**src/rtl/freelist_pkg.sv**
```systemverilog
// Shared definitions for the physical-register free list.
//   PREG_NUM / AREG_NUM  : physical / architectural register counts
//   MACHINE_WIDTH        : allocation lanes per cycle
//   ISSUE_WIDTH          : release / commit lanes per cycle
//   FL_DEPTH             : free-list capacity (PREG_NUM - AREG_NUM)
//   fl_ptr_t             : {wrap, index} pointer; the wrap bit separates full from empty
//   popcount()           : number of set lanes in a lane mask
package freelist_pkg;
  localparam int PREG_NUM      = 64;
  localparam int AREG_NUM      = 32;
  localparam int MACHINE_WIDTH = 2;
  localparam int ISSUE_WIDTH   = 2;
  localparam int FL_DEPTH      = PREG_NUM - AREG_NUM;
  localparam int PREG_W        = $clog2(PREG_NUM);
  localparam int FL_IDX_W      = $clog2(FL_DEPTH);
  localparam int CNT_W         = FL_IDX_W + 1;

  typedef logic [PREG_W-1:0]   preg_addr_t;
  typedef logic [FL_IDX_W-1:0] fl_idx_t;
  // MSB is the wrap bit, low FL_IDX_W bits index the RAM.
  typedef logic [FL_IDX_W:0]   fl_ptr_t;
  typedef logic [CNT_W-1:0]    fl_cnt_t;

  // Lane masks are zero-extended to 8 bits by the caller.
  function automatic fl_cnt_t popcount(input logic [7:0] mask);
    fl_cnt_t c;
    c = '0;
    for (int i = 0; i < 8; i++) c = c + fl_cnt_t'(mask[i]);
    return c;
  endfunction
endpackage

```
**src/rtl/freelist_ram.sv**
```systemverilog
// Free-list tag storage: FL_DEPTH entries of preg tags.
//   rd_idx/rd_data : MACHINE_WIDTH asynchronous read ports
//   wr_en/wr_idx/wr_data : ISSUE_WIDTH write ports, applied at the clock edge
//   mem_o          : full contents, only present with FREELIST_CHECK_EN
// Reset loads entry i with tag AREG_NUM+i.
module freelist_ram
  import freelist_pkg::*;
(
  input  logic                               clk,
  input  logic                               reset,
  input  fl_idx_t    [MACHINE_WIDTH-1:0]     rd_idx,
  output preg_addr_t [MACHINE_WIDTH-1:0]     rd_data,
  input  logic       [ISSUE_WIDTH-1:0]       wr_en,
  input  fl_idx_t    [ISSUE_WIDTH-1:0]       wr_idx,
  input  preg_addr_t [ISSUE_WIDTH-1:0]       wr_data
`ifdef FREELIST_CHECK_EN
  ,
  output preg_addr_t [FL_DEPTH-1:0]          mem_o
`endif
);
  preg_addr_t [FL_DEPTH-1:0] mem_q, mem_d;

  // Write indices are distinct (consecutive slots from tail), so order is irrelevant.
  always_comb begin
    mem_d = mem_q;
    for (int j = 0; j < ISSUE_WIDTH; j++)
      if (wr_en[j]) mem_d[wr_idx[j]] = wr_data[j];
  end

  always_ff @(posedge clk) begin
    if (reset) begin
      for (int i = 0; i < FL_DEPTH; i++) mem_q[i] <= preg_addr_t'(AREG_NUM + i);
    end else begin
      mem_q <= mem_d;
    end
  end

  always_comb begin
    for (int i = 0; i < MACHINE_WIDTH; i++) rd_data[i] = mem_q[rd_idx[i]];
  end

`ifdef FREELIST_CHECK_EN
  assign mem_o = mem_q;
`endif
endmodule

```
**src/rtl/preg_freelist.sv**
```systemverilog
// Circular free list of physical register tags for renaming.
//   alloc_req/alloc_grant/alloc_preg : zero-latency allocation, all-or-nothing
//   commit_valid                     : advances the committed head
//   release_valid/release_preg       : returns old mappings at the tail
//   flush                            : speculative head <= committed head (+ same-cycle commits)
//   free_count                       : tail - head
//   err                              : sticky consistency error
// Handshake: alloc_req is a per-lane request; alloc_grant is high only when
// every requested lane is served in this cycle, and then (and only then) the
// head advances at the edge. A zero-request cycle reports grant.
// Optional: define FREELIST_CHECK_EN to build the busy vector and drive err;
// otherwise err is tied low.
module preg_freelist
  import freelist_pkg::*;
(
  input  logic                           clk,
  input  logic                           reset,
  input  logic       [MACHINE_WIDTH-1:0] alloc_req,
  output logic                           alloc_grant,
  output preg_addr_t [MACHINE_WIDTH-1:0] alloc_preg,
  input  logic       [ISSUE_WIDTH-1:0]   commit_valid,
  input  logic       [ISSUE_WIDTH-1:0]   release_valid,
  input  preg_addr_t [ISSUE_WIDTH-1:0]   release_preg,
  input  logic                           flush,
  output fl_cnt_t                        free_count,
  output logic                           err
);
  fl_ptr_t head_q, head_d, commit_head_q, commit_head_d, tail_q, tail_d;
  fl_cnt_t n_alloc, n_rel, n_com;

  fl_idx_t    [MACHINE_WIDTH-1:0] rd_idx;
  preg_addr_t [MACHINE_WIDTH-1:0] rd_data;
  logic       [ISSUE_WIDTH-1:0]   wr_en;
  fl_idx_t    [ISSUE_WIDTH-1:0]   wr_idx;
`ifdef FREELIST_CHECK_EN
  preg_addr_t [FL_DEPTH-1:0]      mem;
`endif

  freelist_ram u_ram (
    .clk     (clk),
    .reset   (reset),
    .rd_idx  (rd_idx),
    .rd_data (rd_data),
    .wr_en   (wr_en),
    .wr_idx  (wr_idx),
    .wr_data (release_preg)
`ifdef FREELIST_CHECK_EN
    ,
    .mem_o   (mem)
`endif
  );

  always_comb begin
    int rank;
    n_alloc     = popcount(8'(alloc_req));
    n_rel       = popcount(8'(release_valid));
    n_com       = popcount(8'(commit_valid));
    free_count  = tail_q - head_q;
    alloc_grant = !flush && (free_count >= n_alloc);

    // Read port k always looks at head+k; lanes pick the port matching their rank.
    for (int k = 0; k < MACHINE_WIDTH; k++)
      rd_idx[k] = head_q[FL_IDX_W-1:0] + fl_idx_t'(k);

    rank = 0;
    for (int i = 0; i < MACHINE_WIDTH; i++) begin
      alloc_preg[i] = '0;
      if (alloc_req[i]) begin
        for (int k = 0; k < MACHINE_WIDTH; k++)
          if (alloc_grant && k == rank) alloc_preg[i] = rd_data[k];
        rank = rank + 1;
      end
    end

    // Released tags pack into consecutive slots from tail in lane order.
    rank = 0;
    for (int j = 0; j < ISSUE_WIDTH; j++) begin
      wr_en[j]  = release_valid[j];
      wr_idx[j] = tail_q[FL_IDX_W-1:0] + fl_idx_t'(rank);
      if (release_valid[j]) rank = rank + 1;
    end

    commit_head_d = commit_head_q + n_com;
    tail_d        = tail_q + n_rel;
    if (flush)            head_d = commit_head_d;
    else if (alloc_grant) head_d = head_q + n_alloc;
    else                  head_d = head_q;
  end

  always_ff @(posedge clk) begin
    if (reset) begin
      head_q        <= '0;
      commit_head_q <= '0;
      tail_q        <= fl_ptr_t'(FL_DEPTH);
    end else begin
      head_q        <= head_d;
      commit_head_q <= commit_head_d;
      tail_q        <= tail_d;
    end
  end

`ifdef FREELIST_CHECK_EN
  logic [PREG_NUM-1:0] busy_q, busy_d, member;
  logic                err_q, err_d;

  always_comb begin
    fl_ptr_t span;
    fl_idx_t off;
    busy_d = busy_q;
    err_d  = err_q;
    member = '0;
    // Entries still free after this edge, not counting this cycle's releases.
    span   = tail_q - head_d;

    if (alloc_grant)
      for (int i = 0; i < MACHINE_WIDTH; i++)
        if (alloc_req[i]) busy_d[alloc_preg[i]] = 1'b1;

    // Tags are PREG_W bits and PREG_NUM is a power of two, so every tag is in range.
    for (int j = 0; j < ISSUE_WIDTH; j++) begin
      if (release_valid[j]) begin
        if (!busy_q[release_preg[j]]) err_d = 1'b1;
        busy_d[release_preg[j]] = 1'b0;
        member[release_preg[j]] = 1'b1;
      end
    end

    if (flush) begin
      for (int e = 0; e < FL_DEPTH; e++) begin
        off = fl_idx_t'(e) - head_d[FL_IDX_W-1:0];
        if ({1'b0, off} < span) member[mem[e]] = 1'b1;
      end
      busy_d = ~member;
    end

    if ((CNT_W + 1)'(span) + (CNT_W + 1)'(n_rel) > (CNT_W + 1)'(FL_DEPTH)) err_d = 1'b1;
  end

  always_ff @(posedge clk) begin
    if (reset) begin
      busy_q <= {{(PREG_NUM - AREG_NUM){1'b0}}, {AREG_NUM{1'b1}}};
      err_q  <= 1'b0;
    end else begin
      busy_q <= busy_d;
      err_q  <= err_d;
    end
  end

  assign err = err_q;
`else
  assign err = 1'b0;
`endif
endmodule

```
**config.mk**
```make
export PLATFORM = sky130hd
export DESIGN_NAME = preg_freelist
export DESIGN_NICKNAME = d
export VERILOG_FILES = /design/src/rtl/freelist_pkg.sv /design/src/rtl/freelist_ram.sv /design/src/rtl/preg_freelist.sv
export SDC_FILE = /design/constraint.sdc
export NUM_CORES = 1
export LEC_CHECK = 0
export ABC_AREA = 1
export CAP_MARGIN = 25
export CORE_ASPECT_RATIO = 1.5
export CORE_MARGIN = 2
export CORE_UTILIZATION = 35
export DETAILED_ROUTE_END_ITERATION = 16
export DONT_BUFFER_PORTS = 1
export PLACE_DENSITY = 0.48
export RECOVER_POWER = 50
export SYNTH_ARGS = -nofsm -noshare
export SYNTH_HDL_FRONTEND = slang
export SYNTH_SLANG_ARGS = --single-unit
```
**constraint.sdc**
```tcl
create_clock -name clk -period 7.03 [get_ports clk]
set_input_delay 1.7575 -clock clk [delete_from_list [all_inputs] [get_ports clk]]
set_output_delay 1.7575 -clock clk [all_outputs]
set_load 0.01 [all_outputs]
```
# Word level (Yosys, flattened, before mapping)
# Index checks and enable logic that the tools add are counted.
[op_classes]
add_sub_neg = 9
n_lt_le_gt_ge = 7
eq_ne = 1
mux = 21
n_reduce_logical = 8
[ops]
columns = ["cell", "n"]
rows = [
  ["bitwise mux 192 bit", 2],
  ["two-way mux 192 bit", 2],
  ["two-way mux 6 bit", 11],
  ["binary-select mux 6 bit (select 5 bit)", 2],
  ["demux 6 bit (select 5 bit)", 2],
  ["== test 2 x 32 -> 1 bit, first input constant", 1],
  ["zero test 32 bit", 1],
  ["< comparator 5 x 6 -> 1 bit, second input constant", 4],
  ["adder 6 x 2 -> 6 bit", 3],
  ["greater-or-equal comparator 5 x 1 -> 1 bit, second input constant", 2],
  ["adder 1 x 1 -> 2 bit", 3],
  ["greater-or-equal comparator 6 x 2 -> 1 bit", 1],
  ["subtractor 6 bit", 1],
  ["adder 5 x 1 -> 5 bit, second input constant", 1],
  ["adder 5 bit", 1],
  ["logical AND 1 bit", 5],
  ["two-way mux 1 bit", 2],
  ["nonzero test 2 bit", 1],
  ["zero test 1 bit", 1],
]
[word_totals]
register_bits = 210
in_bits = 21
out_inout_bits = 20
word_cells = 81

# Depth between registers and ports, before layout
[logic_depth]
ltp_word = 8
depth_mapped = 17
depth_no_buf = 16

# By module
# A second synthesis with hierarchy kept.
[hier_totals]
hier_cells = 2282
area_unflattened_um2 = 14072.2
[by_module_without_submodules]
columns = ["mod", "instances", "cells_per_inst", "area_each_um2", "seq_area_each_um2"]
rows = [
  ["freelist_ram", 1, 2051, 12474.5, 3843.7],
  ["preg_freelist", 1, 231, 1597.8, 360.3],
]

# Worst setup path after synthesis
# OpenSTA, ideal clock, no wires.
[synth_timing]
path_type = "in2out"
from = "input alloc_req[0]"
to = "output alloc_preg[10] (netlist name)"
arrival_time_ns = 3.424
required_ns = 5.273
slack_ns = 1.849
cell_stages = 13
path_buffers = 1
cell_sequence = "ha_1 ha_1 o21ai_0 nand2_1 nor2_1 nand2_1 nor2_1 nand2_1 nand2_1 buf_1 nor2_1 nor2_1 nor2_1"
[synth_lines]
columns = ["item", "line", "rtl"]
rows = [
  ["from (decl)", "preg_freelist.sv:18", "input logic [MACHINE_WIDTH-1:0] alloc_req,"],
  ["to (decl)", "preg_freelist.sv:20", "output preg_addr_t [MACHINE_WIDTH-1:0] alloc_preg,"],
]

==> Flow_metrics.wiki <==
{| class="wikitable"
! Metric !! Value
|-
| Routed len/inst || approximately 23 um
|-
| Number of buffers between clock root and the deepest sink || 3
|-
| Leading register cell type out of synthesis || sky130_fd_sc_hd__dfxtp_1
|-
| Routed vias/inst || between 5 and 6
|-
| Total clock buffers created by CTS || 24
|-
| Max-slew violation count || 111
|-
| Effective utilization at floorplan || 35.4%
|-
| Vias in the first global route || 14,200
|-
| Number of levels the H-tree was split into || 1
|-
| Number of setup buffers added after CTS || 0
|-
| 1st-iter DRT viols || 1,518
|-
| Number of different library cells in the post-synthesis netlist || 41
|-
| Category of the most critical setup path || reg -> out
|-
| Final setup vio count || 0
|-
| CTS-repair resized insts || 0
|-
| CTS Hold Bufs || 0
|-
| Routability cong. || 0.941
|-
| Count of cells along the worst register-to-register path || 9
|-
| Post-synth EDFFs || 0
|-
| Core box area || 40,100 um2
|-
| Fill cells || around 4,400
|-
| CP endpoint kind || primary output
|-
| Routed WL || 62.2 mm
|-
| Highest ir drop seen on vdd || around 0.16 mV
|-
| Synthesized instance count || 2,305
|-
| Fraction of final layout cells with drive strength greater than 1 || under 10%
|-
| Vertical extent of the die || 251 um
|-
| Tightest slew margin relative to the limit || -108%
|-
| Async set-reset flop share out of synthesis || 0%
|-
| TritonRoute pass-1 iters || 6
|-
| CTS tree || yes
|-
| Antenna Nets Post-Route || 0
|-
| Run status || finished with violations
|-
| Top-level I/O count || 41
|-
| Clk pin slew, worst setup/hold paths || about 0.060 ns
|-
| Total gr overflow || 0
|-
| Startpoint type of the worst setup path || flop
|-
| WHS Path Cells || 1
|-
| Leakage power total || 6.60 nW
|-
| Cells taking the most area after synthesis || sky130_fd_sc_hd__dfxtp_1 (30%), sky130_fd_sc_hd__nand2_1 (20%), sky130_fd_sc_hd__nand3_1 (13%)
|-
| Most area-hungry cell type in the Yosys netlist || sky130_fd_sc_hd__dfxtp_1
|-
| Final period demand of the worst path || 5.74 ns
|-
| Post-synthesis sequential area ratio || between 20% and 30%
|-
| Total negative slack for setup checks || 0 ns
|-
| Die area || 42,200 um2
|-
| Vias after detailed routing || approximately 15,000
|-
| Layout overhead on the synthesized area || 5.13%
|-
| Post-route DRC || 0
|-
| Most frequent cell after synthesis || sky130_fd_sc_hd__nand2_1
|-
| Required time of the worst setup path || 5.27 ns
|-
| Power Dens Cells || 246 nW/um2
|-
| Antenna Cells || 0
|-
| Syn Area/Cell || 6.16 um2
|-
| Skew-Pair Late Insertion Delay || 0.55 ns
|-
| Synth warnings || 0
|-
| CP Max Fanout || 71
|-
| Most frequent cells after synthesis || sky130_fd_sc_hd__nand2_1 (764), sky130_fd_sc_hd__nand3_1 (362), sky130_fd_sc_hd__o21ai_0 (281)
|-
| Skew final || 0.00972 ns
|-
| Maximum number of pins on one net before global-route repair || about 110
|-
| DPL Wire Length || 40.9 mm
|-
| Count of maximum capacitance violations || 2
|-
| Wire length of the first global-routing pass || approximately 91 mm
|-
| Combined area of all synthesized cells || 14,200 um2
|-
| Clk Tree Root Cell || sky130_fd_sc_hd__clkbuf_16
|-
| Top cell type's share of synthesized area || 29.6%
|-
| Area of all sequential standard cells || 4210 um2
|-
| Cell Rows || 90
|-
| Maximum operating frequency || 0.174 GHz
|-
| Number of clock sinks || 210
|-
| Transition time at the pin with the least slew margin || 3.12 ns
|-
| Number of nets in the synthesized netlist || 2,345
|-
| Antenna violations before repair || 1
|-
| Violations in the final reports || capacitance limit, slew limit
|-
| Yosys reg bits || 210
|-
| Final hold viol count || 0
|-
| Final standard cell utilization of the core || 37.2%
|-
| Multi-input logic area || 8660 um2
|-
| Share of the clock period used by the worst path || 81.7%
|-
| Port buffer count || 0
|-
| Critical path arrival || 3.98 ns
|-
| Classification of the worst-slack hold path || reg -> reg
|-
| Pwr Total || 3.67 mW
|-
| Unrepaired setup endpoints after global routing || no
|-
| Horizontal die dimension || 168 um
|-
| GRT Resource Usage Total || around 29%
|-
| Final-stage net count || 2,224
|}
==> logic make-up after synthesis <==
family	count (synthesis)	share of synthesized area [%]
other	1	0.0264
XOR/XNOR	14	1.26
AO/OA/AOI/OAI	497	18.8
adder cells (fa/ha/maj)	19	1.89
buffers and inverters	288	8.43
multiplexers	21	1.56
AND/OR/NAND/NOR	1255	38.4
flip-flops	210	29.6
==> area by class of cell <==
type	count	share of cell area [%]
Multi-Input combinational cell	1807	58.0
Timing Repair Buffer	26	1.39
Sequential cell	210	28.2
Tap cell	506	4.24
Clock inverter	8	0.470
Inverter	115	2.98
Clock buffer	34	4.69
==> power by group <==
part           switching [mW]  total, mW  leakage, nW  internal [mW]
Clock                   0.556       1.28        0.377          0.726
Combinational           0.804       1.10         4.52          0.294
Sequential             0.0606       1.29         1.70           1.23
==> placed cells by master (no fill, tap or decap), types with 9 or more instances in the layout <==
| cell type | Yosys | routed |
|---|---|---|
| sky130_fd_sc_hd__nor3_1 | 13 | 12 |
| sky130_fd_sc_hd__clkbuf_16 | 0 | 25 |
| sky130_fd_sc_hd__mux2_2 | 9 | 9 |
| sky130_fd_sc_hd__a211oi_1 | 10 | 10 |
| sky130_fd_sc_hd__dfxtp_1 | 210 | 208 |
| sky130_fd_sc_hd__nor2_1 | 72 | 86 |
| sky130_fd_sc_hd__buf_4 | 5 | 23 |
| sky130_fd_sc_hd__mux2i_1 | 12 | 12 |
| sky130_fd_sc_hd__nand2_1 | 764 | 772 |
| sky130_fd_sc_hd__ha_1 | 15 | 14 |
| sky130_fd_sc_hd__o21ai_0 | 281 | 283 |
| sky130_fd_sc_hd__nand3_1 | 362 | 362 |
| sky130_fd_sc_hd__a21oi_1 | 150 | 150 |
| sky130_fd_sc_hd__inv_1 | 90 | 89 |
| sky130_fd_sc_hd__o211ai_1 | 42 | 42 |
| sky130_fd_sc_hd__inv_2 | 13 | 12 |
==> registers in the layout, summed over array words and instances (netlist names) <==
signal and count:
tail_q 6, u_ram.mem_q 192, head_q 6, commit_head_q 6
==> stage by stage <==
stage | cells | instance area [um2] | hold slack (ns) | worst slack (ns)
global route | 2706 | 14900 | 0.558 | 1.15
detailed placement | 2663 | 14300 | 0.502 | 1.74
CTS | 2705 | 15100 | 0.511 | 1.37
finish | 2706 | 14900 | 0.508 | 1.29
floorplan | 2305 | 14200 | 0.464 | 1.85
global placement | 2662 | 14300 | 0.486 | 1.76
==> per-layer routing <==
metal  part of all wire [%]  track usage, %
met1                     39            34.3
met2                     48            49.4
met3                    6.1            3.00
met4                    7.4            18.4
met5                      0               0
==> critical path, stage by stage (launching register included) <==
cell	delay (ns)
sky130_fd_sc_hd__dfxtp_4	0.84
sky130_fd_sc_hd__ha_2	0.32
sky130_fd_sc_hd__clkinv_1	0.59
sky130_fd_sc_hd__buf_4	0.52
sky130_fd_sc_hd__nand3_1	0.16
sky130_fd_sc_hd__nand3_1	0.14
sky130_fd_sc_hd__nand3_1	0.25
sky130_fd_sc_hd__nand3_1	0.09
sky130_fd_sc_hd__nand2_1	0.13
sky130_fd_sc_hd__o21ai_0	0.11
sky130_fd_sc_hd__nor2_1	0.21
==> path summary, 6_finish.rpt <==
kind / start / to / slack [ns]
hold reg to reg: tail_q[5] / tail_q[5] / 0.51
setup / recovery: head_q[0] / alloc_preg[9] / 1.29
setup reg to reg: tail_q[0] / u_ram.mem_q[37] / 3.74
hold / removal: tail_q[5] / tail_q[5] / 0.51
Note: power is estimated with default switching activity, not from simulation.
